==> config.mk <==
export PLATFORM = sky130hd
export DESIGN_NAME = regfile_mp_sb
export DESIGN_NICKNAME = d
export VERILOG_FILES = /design/src/rtl/rf_defs.sv /design/src/rtl/rf_scoreboard.sv /design/src/rtl/regfile_mp_sb.sv
export SDC_FILE = /design/constraint.sdc
export NUM_CORES = 1
export LEC_CHECK = 0
export CAP_MARGIN = 20
export CORE_MARGIN = 2
export CORE_UTILIZATION = 46
export CTS_CLUSTER_DIAMETER = 200
export DETAILED_ROUTE_END_ITERATION = 8
export GPL_TIMING_DRIVEN = 0
export SLEW_MARGIN = 25
export SYNTH_ARGS = -nofsm -noshare
export SYNTH_HDL_FRONTEND = slang
export SYNTH_SLANG_ARGS = --single-unit
export TNS_END_PERCENT = 30
==> constraint.sdc <==
create_clock -name clock -period 4.1 [get_ports clock]
set_input_delay 1.23 -clock clock [delete_from_list [all_inputs] [get_ports clock]]
set_output_delay 1.23 -clock clock [all_outputs]
set_load 0.1 [all_outputs]
==> src/rtl/rf_defs.sv <==
// Shared defaults and sequencer state encoding for the multi-port register file.
package rf_defs;

    localparam int unsigned XLEN_DEF = 32;
    localparam int unsigned NREG_DEF = 32;

    typedef enum logic {
        ST_CLEAR = 1'b0,
        ST_RUN   = 1'b1
    } state_e;

endpackage : rf_defs

==> src/rtl/rf_scoreboard.sv <==
// Per-register pending bits for RAW hazard detection, with per-port busy lookup.
module rf_scoreboard #(
    parameter int unsigned NREG = 32,
    parameter int unsigned AW   = $clog2(NREG),
    parameter int unsigned NRP  = 2
) (
    input  logic              clock,
    input  logic              reset,
    input  logic              run,
    input  logic              wr_en,
    input  logic [AW-1:0]     wr_addr,
    input  logic              iss_en,
    input  logic [AW-1:0]     iss_addr,
    input  logic [NRP*AW-1:0] rd_addr,
    output logic [NRP-1:0]    rd_busy
);

    logic [NREG-1:0] pend;
    logic [NREG-1:0] pend_nxt;

    // A new producer issuing on the same edge as a writeback supersedes it.
    always_comb begin
        pend_nxt = pend;
        for (int unsigned a = 1; a < NREG; a++) begin
            if (iss_en && (iss_addr == AW'(a))) begin
                pend_nxt[a] = 1'b1;
            end else if (wr_en && (wr_addr == AW'(a))) begin
                pend_nxt[a] = 1'b0;
            end
        end
        pend_nxt[0] = 1'b0;
    end

    always_ff @(posedge clock) begin
        if (reset) begin
            pend <= '0;
        end else if (run) begin
            pend <= pend_nxt;
        end
    end

    // A writeback landing this cycle is visible through the bypass, so it is not busy.
    always_comb begin
        rd_busy = '0;
        for (int unsigned i = 0; i < NRP; i++) begin
            rd_busy[i] = run && pend[rd_addr[i*AW +: AW]]
                         && !(wr_en && (wr_addr == rd_addr[i*AW +: AW]));
        end
    end

endmodule : rf_scoreboard

==> src/rtl/regfile_mp_sb.sv <==
// Parametrised multi-read-port integer register file with x0 tied to zero,
// write-to-read bypass, post-reset clear sequencer and pending-write scoreboard.
module regfile_mp_sb
    import rf_defs::*;
#(
    parameter int unsigned XLEN = XLEN_DEF,
    parameter int unsigned NREG = NREG_DEF,
    parameter int unsigned AW   = $clog2(NREG),
    parameter int unsigned NRP  = 2
) (
    input  logic                clock,
    input  logic                reset,
    output logic                ready,
    input  logic [NRP*AW-1:0]   rd_addr,
    output logic [NRP*XLEN-1:0] rd_data,
    output logic [NRP-1:0]      rd_busy,
    input  logic                wr_en,
    input  logic [AW-1:0]       wr_addr,
    input  logic [XLEN-1:0]     wr_data,
    input  logic                iss_en,
    input  logic [AW-1:0]       iss_addr
);

    localparam int unsigned CW = AW + 1;

    state_e          state;
    logic [CW-1:0]   clr_cnt;
    logic [XLEN-1:0] rf [NREG];
    logic            run;
    logic            arr_we;
    logic [AW-1:0]   arr_addr;
    logic [XLEN-1:0] arr_data;

    assign run = (state == ST_RUN);

    // Clear sequencer: one register per edge after reset, then RUN forever.
    always_ff @(posedge clock) begin
        if (reset) begin
            state   <= ST_CLEAR;
            clr_cnt <= '0;
            ready   <= 1'b0;
        end else if (state == ST_CLEAR) begin
            clr_cnt <= clr_cnt + CW'(1);
            if (clr_cnt == CW'(NREG - 1)) begin
                state <= ST_RUN;
                ready <= 1'b1;
            end
        end
    end

    // Single array write port shared by the clear sequencer and writeback.
    always_comb begin
        arr_we   = 1'b0;
        arr_addr = wr_addr;
        arr_data = wr_data;
        if (!reset) begin
            if (!run) begin
                arr_we   = 1'b1;
                arr_addr = clr_cnt[AW-1:0];
                arr_data = '0;
            end else if (wr_en && (wr_addr != '0)) begin
                arr_we = 1'b1;
            end
        end
    end

    // No reset on storage so it can map onto a RAM macro.
    always_ff @(posedge clock) begin
        if (arr_we) begin
            rf[arr_addr] <= arr_data;
        end
    end

    always_comb begin
        rd_data = '0;
        for (int unsigned i = 0; i < NRP; i++) begin
            if (run && (rd_addr[i*AW +: AW] != '0)) begin
                if (wr_en && (wr_addr == rd_addr[i*AW +: AW])) begin
                    rd_data[i*XLEN +: XLEN] = wr_data;
                end else begin
                    rd_data[i*XLEN +: XLEN] = rf[rd_addr[i*AW +: AW]];
                end
            end
        end
    end

    rf_scoreboard #(
        .NREG (NREG),
        .AW   (AW),
        .NRP  (NRP)
    ) u_sb (
        .clock    (clock),
        .reset    (reset),
        .run      (run),
        .wr_en    (wr_en),
        .wr_addr  (wr_addr),
        .iss_en   (iss_en),
        .iss_addr (iss_addr),
        .rd_addr  (rd_addr),
        .rd_busy  (rd_busy)
    );

endmodule : regfile_mp_sb

# Yosys cells after proc, flatten, opt, wreduce, memory -nomap -nowiden
# Memory sizes are Yosys's and may differ from the RTL's.
# Index checks and enable logic that the tools add are counted.
# word_totals
output_inout_bits,67
wordCells,324
in_bits,56
mem_count,1
ramBits,1024
ff_bits,39
# op_classes
reduce_logical,139
add_sub_neg,1
muxes,81
n_bitwise,1
n_eq_ne,65
n_lt_le_gt_ge,2
# memory_table
name,depth,width,rd,rd_clocked_by_memory_dff,write_ports,line,text
rf,32,32,2,0,1,regfile_mp_sb.sv:28,logic [XLEN-1:0] rf [NREG];
# ops
op,n
two-way mux 32 bit,6
"equality test 5 bit, second input constant",32
"equality test 5 x 4 -> 1 bit, second input constant",16
logical AND 1 bit,71
two-way mux 1 bit,71
AND reduction 2 bit,32
nonzero test 2 bit,31
"equality test 5 x 3 -> 1 bit, second input constant",8
"equality test 5 x 2 -> 1 bit, second input constant",4
nonzero test 5 bit,3
"< comparator 5 x 6 -> 1 bit, second input constant",2
binary-select mux 1 bit (select 5 bit),2
"equality test 5 x 1 -> 1 bit, second input constant",2
equality test 5 bit,2
two-way mux 5 bit,2
"adder 6 x 1 -> 6 bit, second input constant",1
"equality test 6 x 5 -> 1 bit, second input constant",1
logical NOT 1 bit,2
inverter 1 bit,1

# Logic depth before layout (Yosys ltp)
# Gate-level depths: netlist of the first run.
# depth
ltp_word,7
mapped_depth,9
ltp_nobuf,5

# Modules after synthesis
# A second synthesis of the first run with hierarchy kept.
# unflattened
cells_unflattened,3022
area_unflattened_um2,50805.0
# by_module_without_submodules
module,cells_per_inst,area_per_inst_um2,seq_area_each_um2,instances
regfile_mp_sb,2774,48745.5,30909.6,1
rf_scoreboard,248,2059.5,620.6,1

# Worst setup path after synthesis of the first run
# OpenSTA, ideal clock, no wires.
# synth_path
path_type,input to output
from,in rd_addr[0]
to,out rd_data[30]
arrival_ns,5.623
path_stages,8
setup_slack_ns,-2.753
required_ns,2.870
path_cell_list,buf_2 > buf_4 > buf_6 > mux2i_1 > a221oi_1 > o21a_1 > nor4_1 > a2111oi_1
# synth_via
elab_chain_len,4
# synth_rtl
item,line,text
"start, declared",regfile_mp_sb.sv:14,"input logic [NRP*AW-1:0] rd_addr,"
branches (longest 3 deep; another with memory read (32 x 32 bit)),-,
two-way mux 32 bit *,regfile_mp_sb.sv:77,if (run && (rd_addr[i*AW +: AW] != '0)) begin
"end, declared",regfile_mp_sb.sv:15,"output logic [NRP*XLEN-1:0] rd_data,"
# Every way passes the cells marked *.

# Final worst setup path of the first run
# layout_path
from,in rd_addr[6]
to,out rd_data[50]
# The elaborated chain is that of the path after synthesis.

==> results of run 1 <==
-- cells by family after synthesis --
family / Yosys count
mux: 700
fa+ha+maj: 1
simple gates: 269
compound gates: 579
flops: 1063
xor+xnor: 15
buf+inv: 252
-- area by class of cell --
class	count	area share
flip-flops and latches	1063	0.4837
multi-input cells	1566	0.3123
repair buffers	277	0.06877
plain buffers	243	0.05135
clock buffers	140	0.04572
well taps	1414	0.02714
clock inverters	57	0.01021
inverters	7	0.0007870
-- per-stage QoR --
stage | setup WS (ns) | instances | util
after floorplan | -0.5039 | 2879 | -
after global placement | -3.567 | 4403 | 0.4934
after detailed placement | -3.595 | 4479 | 0.5125
after CTS | -0.5237 | 4751 | 0.5909
after global routing | -0.5777 | 4767 | 0.5980
final | -0.5711 | 4767 | 0.5980
-- report_power, final --
part | total (mW) | switching, mW | leakage (nW) | internal (mW)
Combinational | 2.82 | 1.66 | 10.4 | 1.17
Sequential | 12.1 | 0.0459 | 9.69 | 12.0
Clock | 10.3 | 4.29 | 1.76 | 6.04
-- flip-flops by register name (all words and copies together), names as in the netlist --
register / cells
ready: 1
clr_cnt: 6
rf: 1024
run: 1
u_sb.pend: 31
-- final timing paths --
path / from / depth (start not counted) / end / slack (ns)
setup reg to reg: run$_SDFF_PP0_ / 8 / rf[10][13]$_DFFE_PP_ / 0.34
hold reg to reg: u_sb.pend[16]$_SDFFE_PP0P_ / 2 / u_sb.pend[16]$_SDFFE_PP0P_ / 0.50
setup / recovery: rd_addr[6] / 9 / rd_data[50] / -0.57
hold / removal: u_sb.pend[16]$_SDFFE_PP0P_ / 2 / u_sb.pend[16]$_SDFFE_PP0P_ / 0.50
-- what timing repair did --
| action | 4_1_cts | 5_1_grt |
|---|---|---|
| gates resized for setup | 1378 | 119 |
| pin swaps | 121 | 55 |
| cloned | 17 | 1 |
| buffers inserted | 59 | 17 |
| setup endpoints to repair | 66 | 66 |
-- layer usage --
metal,vias to the layer above,global-route usage
met3,516,0.07878
met4,0,0.1661
met2,2346,0.5259
met1,17760,0.4201
li1,13120,-
met5,-,0
-- tightest hold or removal path, delay by kind of cell, from the launching register on --
family / cells / cell delay (ns)
compound gates: 2 / 0.13
flops: 1 / 0.32
-- placed cells by master, fill, tap and decap left out, drive strengths merged, types with 8 or more instances in the layout --
master and instances:
buf 366, a221o 31, nor2 94, o21ai 99, clkbuf 251, mux2i 295
a221oi 126, edfxtp 1024, bufinv 15, clkdlybuf4s50 39, nand3 11, a211oi 91
nand2 58, inv 8, nor2b 70, a211o 31, dfxtp 39, a21oi 65
a22oi 126, mux4 404, clkinv 36, xor2 8
==> reports/qor.yml, run 1 <==
timing:
  finalSetupViolations: 66
  fmax_ghz: 0.2141
  layout_min_cycle_time_ns: 4.671
  post-route-period-util: 1.139
  fin_skew_ns: 0.01280
  setup_ws_ns: -0.5711
  rsz0062_at_grt: "yes"
  finalHoldViolations: 0
  setup_tns_ns: -31.56
  worstMarginPinSlew_ns: 1.104
  maxSlewViolCount: 0
  maxSlewHeadroom: 0.2640
  whs_ns: 0.4983
yosys:
  syn-num-nets: 2936
  syn_avg_cell_area_um2: 17.59
  synth-compound-area-share: 0.08339
  yosysMostFrequentCell: "edfxtp_1"
  synth_warnings: 0
  async_flop_share: 0
  synth_seq_area_share: 0.6225
  ys_top_cells_by_count: "1024 x edfxtp_1, 404 x mux4_2, 295 x mux2i_1, 126 x a221oi_1, 126 x a22oi_1"
  yosysTopAreaCellShare: 0.6071
  synth_top_family_by_area: "multiplexers"
  synth_edf_count: 1024
  synthMuxAreaShare: 0.2381
  synthAdderAreaFrac: 0.0002470
  synth_top_flop_cell: "edfxtp_1"
  synth-seq-cells: 1063
  synth_xor_xnor_area_share: 0.002594
  synth-simple-area-share: 0.02621
  synth_largest_area_cell: "edfxtp_1"
  synth_area_um2: 50650
  syn_inst: 2879
  yosys-top-cells-area: "edfxtp_1 61%, mux4_2 18%, mux2i_1 5.8%, a221oi_1 2.2%, a22oi_1 1.9%"
  synthDistinctLibCells: 55
run:
  cap_violations: 0
worst_setup_path:
  critPathCaptureType: "output pin"
  worstPathMaxFanout: 10
  critical_path_class: "in2out"
  cp_top_family: "buffers and inverters"
  crit_buf_inv: 4
  crit_chain: "buf_16 > nor2b_1 > buf_4 > clkbuf_4 > a221oi_4 > a22oi_1 > o21ai_2 > a221o_1 > buf_12"
  critPathLaunchType: "input port"
  worstPathRequired_ns: 2.87
  slowest_stage: "a221o_1"
  crit_path_max_incr_delay_ns: 0.49
  worst_ep_arrival_time_ns: 3.44
global_routing:
  grt-ovfl-total: 0
  first_global_vias: 34430
  grt_max_degree: 33
  grt_first_pass_wirelength_mm: 258.2
  grt_use_total: 0.3284
  antenna_found_initial: 1
route:
  vias: 33730
  met1_length_mm: 66.63
  routed.top_layer: "met4"
  ant_nets: 0
  finalWirelength_mm: 185.7
  routed_via_density: 7.076
  drtIter0Drc: 4847
  drt_pre_antenna_iters: 6
  drc_errors: 0
  wl_per_cell_um: 38.96
  wl_met2_mm: 88.63
  dr_wl_met3_mm: 20.10
cts:
  cts_hold_buf: 0
  numCtsBuffers: 110
  clk_pin_slew_ns: 0.06
  cts_tree: "built"
  clock_sinks: 1063
  htree_levels: 3
  clk_latency_ns: 0.70
  cts_root_buffer: "clkbuf_16"
  clockBufferDepth: 3
cells_and_area:
  ff_latch_area_um2: 31530
  nNetsFinal: 3325
  layout-drive-gt1-share: 0.4256
  insertedDiodeCount: 0
  fillCellCount: 7779
  multi_input_area_um2: 20360
  syn_to_final_growth_pct: 28.69
  final_area_um2: 65190
status:
  status: "complete, but fails checks"
  failed_checks: "setup timing"
placement:
  place_congestion: 0.9227
  place_hpwl_mm: 127.8
  placed_area_um2: 55860
  io_buffers: 110
power:
  power_mw: 25.21
  leakagePower_nw: 21.82
  ir_drop_mv: 0.3550
  powerDensity_nw_per_um2: 386.7
hold_path:
  worst_hold_path_type: "reg2reg"
die:
  coreArea_um2: 109000
  start_util: 0.4647
  die_x_um: 335.8
  row_count: 121
  ios: 123
  dieArea_um2: 112800
  dieHeight_um: 335.8
Power figures use the tool's default switching activity.
==> inputs of run 2 (changes only) <==
- MAX_ROUTING_LAYER: default -> met4
- TNS_END_PERCENT: 30 -> 20
==> run 2 against run 1 <==
The flow still finishes with violations (setup timing). Critical path depth is 1 higher. Sequential share of layout area down 0.49 points. Setup slack got worse by 0.021 ns. Clock skew rose by 0.022 ns. Clock power about the same. First-iteration DRC count barely moved. Combinational power is 4% higher. Fmax decreased by 0.45%. Total power down 0.41%. Critical path type unchanged. Critical endpoint is now rd_data[22]. Largest cell class unchanged.
==> reports/qor.yml, run 2 (synthesized netlist as in run 1, its figures left out) <==
timing:
  worstMarginPinSlew_ns: 1.129
  fin_skew_ns: 0.03454
  fmax_ghz: 0.2131
  maxSlewHeadroom: 0.2474
  finalHoldViolations: 0
  maxSlewViolCount: 0
  rsz0062_at_grt: "yes"
  layout_min_cycle_time_ns: 4.692
  post-route-period-util: 1.144
  finalSetupViolations: 66
  setup_ws_ns: -0.5921
  whs_ns: 0.4829
worst_setup_path:
  ff2ff_setup_slack_ns: 0.39
  worstPathRequired_ns: 2.87
  critPathCaptureType: "output pin"
  critPathMostFrequentCell: "buf_16"
  critical_path_class: "in2out"
  crit_path_max_incr_delay_ns: 0.43
  crit_chain: "buf_16 > buf_16 > buf_16 > buf_12 > mux2i_1 > a221oi_2 > o21ai_0 > a21oi_2 > a211o_4 > buf_8"
  worst_ep_arrival_time_ns: 3.46
  critPathLaunchType: "input port"
  slowest_stage: "a21oi_2"
  crit_buf_inv: 5
  worstPathMaxFanout: 10
  cp_top_family: "compound AO/OA/AOI/OAI gates"
placement:
  io_buffers: 110
  place_congestion: 0.9296
  placed_area_um2: 55980
  place_hpwl_mm: 128.7
cells_and_area:
  final_area_um2: 65850
  layout-drive-gt1-share: 0.4323
  nNetsFinal: 3340
  syn_to_final_growth_pct: 30.01
  final_common_cell: "edfxtp_1"
  final_cell_mix: "1024 x edfxtp_1, 404 x mux4_2, 269 x mux2i_1"
  top_regs: "rf x1024, u_sb.pend x31, clr_cnt x6"
  utilization: 0.6041
  top_register: "rf"
  largest_register_ff_count: 1024
  ff_latch_area_um2: 31530
  fillCellCount: 7721
  multi_input_area_um2: 20680
global_routing:
  grt_max_degree: 33
  grt_use_total: 0.3392
  first_global_vias: 34370
  grt-ovfl-total: 0
  antenna_found_initial: 3
  grt_first_pass_wirelength_mm: 258.6
die:
  dieArea_um2: 112800
  coreArea_um2: 109000
  row_count: 121
  die_x_um: 335.8
  start_util: 0.4647
  ios: 123
  dieHeight_um: 335.8
power:
  powerDensity_nw_per_um2: 381.2
  leakagePower_nw: 21.99
  ir_drop_mv: 0.3855
route:
  drc_errors: 0
  drtIter0Drc: 4845
  ant_nets: 0
  finalWirelength_mm: 187.3
  drt_pre_antenna_iters: 6
  wl_per_cell_um: 39.12
  vias: 34030
  routed.top_layer: "met4"
  routed_via_density: 7.106
  met1_length_mm: 67.10
  wl_met2_mm: 88.67
  dr_wl_met3_mm: 20.78
status:
  failed_checks: "setup timing"
  status: "complete, but fails checks"
cts:
  cts_hold_buf: 0
  htree_levels: 3
  numCtsBuffers: 112
  clockBufferDepth: 3
  clk_pin_slew_ns: 0.06
  cts_tree: "built"
  clk_latency_ns: 0.72
  cts_root_buffer: "clkbuf_16"
  clock_sinks: 1063
hold_path:
  worst_hold_path_type: "reg2reg"
run:
  cap_violations: 0
run 2: final timing paths:
kind,endpoint,cells past startpoint,start
worst min register to register,ready$_SDFFE_PP0P_,2,ready$_SDFFE_PP0P_
worst max register to register,rf[26][16]$_DFFE_PP_,8,run$_SDFF_PP0_
worst max-delay path,rd_data[22],10,rd_addr[0]
worst min-delay path,ready$_SDFFE_PP0P_,2,ready$_SDFFE_PP0P_
run 2: cell type report:
class,count,share of cell area
sequential,1063,0.4788
multi-input combinational,1566,0.3141
timing repair buffer,291,0.07262
buffer,242,0.05269
clock buffer,140,0.04448
tap,1414,0.02687
clock inverter,64,0.009633
inverter,7,0.0007790
antenna,2,0.00007600
run 2: power by group:
group | total [mW] | leakage, nW | internal, mW | switching (mW)
Sequential | 12.1 | 9.69 | 12.0 | 0.0458
Combinational | 2.92 | 10.6 | 1.22 | 1.69
Clock | 10.1 | 1.74 | 5.74 | 4.39
Total | 25.1 | 22.0 | 19.0 | 6.13
run 2: stage by stage:
step | power, mW | std cells | setup WS, ns | TNS [ns]
6_report | 25.11 | 4789 | -0.5921 | -31.61
5_1_grt | 25.61 | 4789 | -0.5658 | -32.12
4_1_cts | 24.91 | 4765 | -0.5364 | -30.04
3_5_place_dp | 14.51 | 4482 | -3.436 | -315.08
3_3_place_gp | 14.36 | 4403 | -3.301 | -2721.83
2_1_floorplan | 13.57 | 2879 | -0.5039 | -22.45
run 2: timing repair:
action,4_1_cts,5_1_grt
gates resized for setup,1384,185
pin swaps,112,78
setup buffers,62,17
endpoints found under the setup margin,66,66
cloned,18,7
run 2: worst min-delay path, stage by stage, from the launching register on:
cell and delay, ns:
dfxtp_1 0.33, a21oi_1 0.04, nor2_1 0.07
run 2: metal layers:
| metal | GRT usage | vias to the layer above |
|---|---|---|
| met5 | - | - |
| met4 | 0.1685 | 0 |
| met3 | 0.07341 | 583 |
| met2 | 0.5226 | 2436 |
| met1 | 0.4276 | 17870 |
| li1 | - | 13140 |
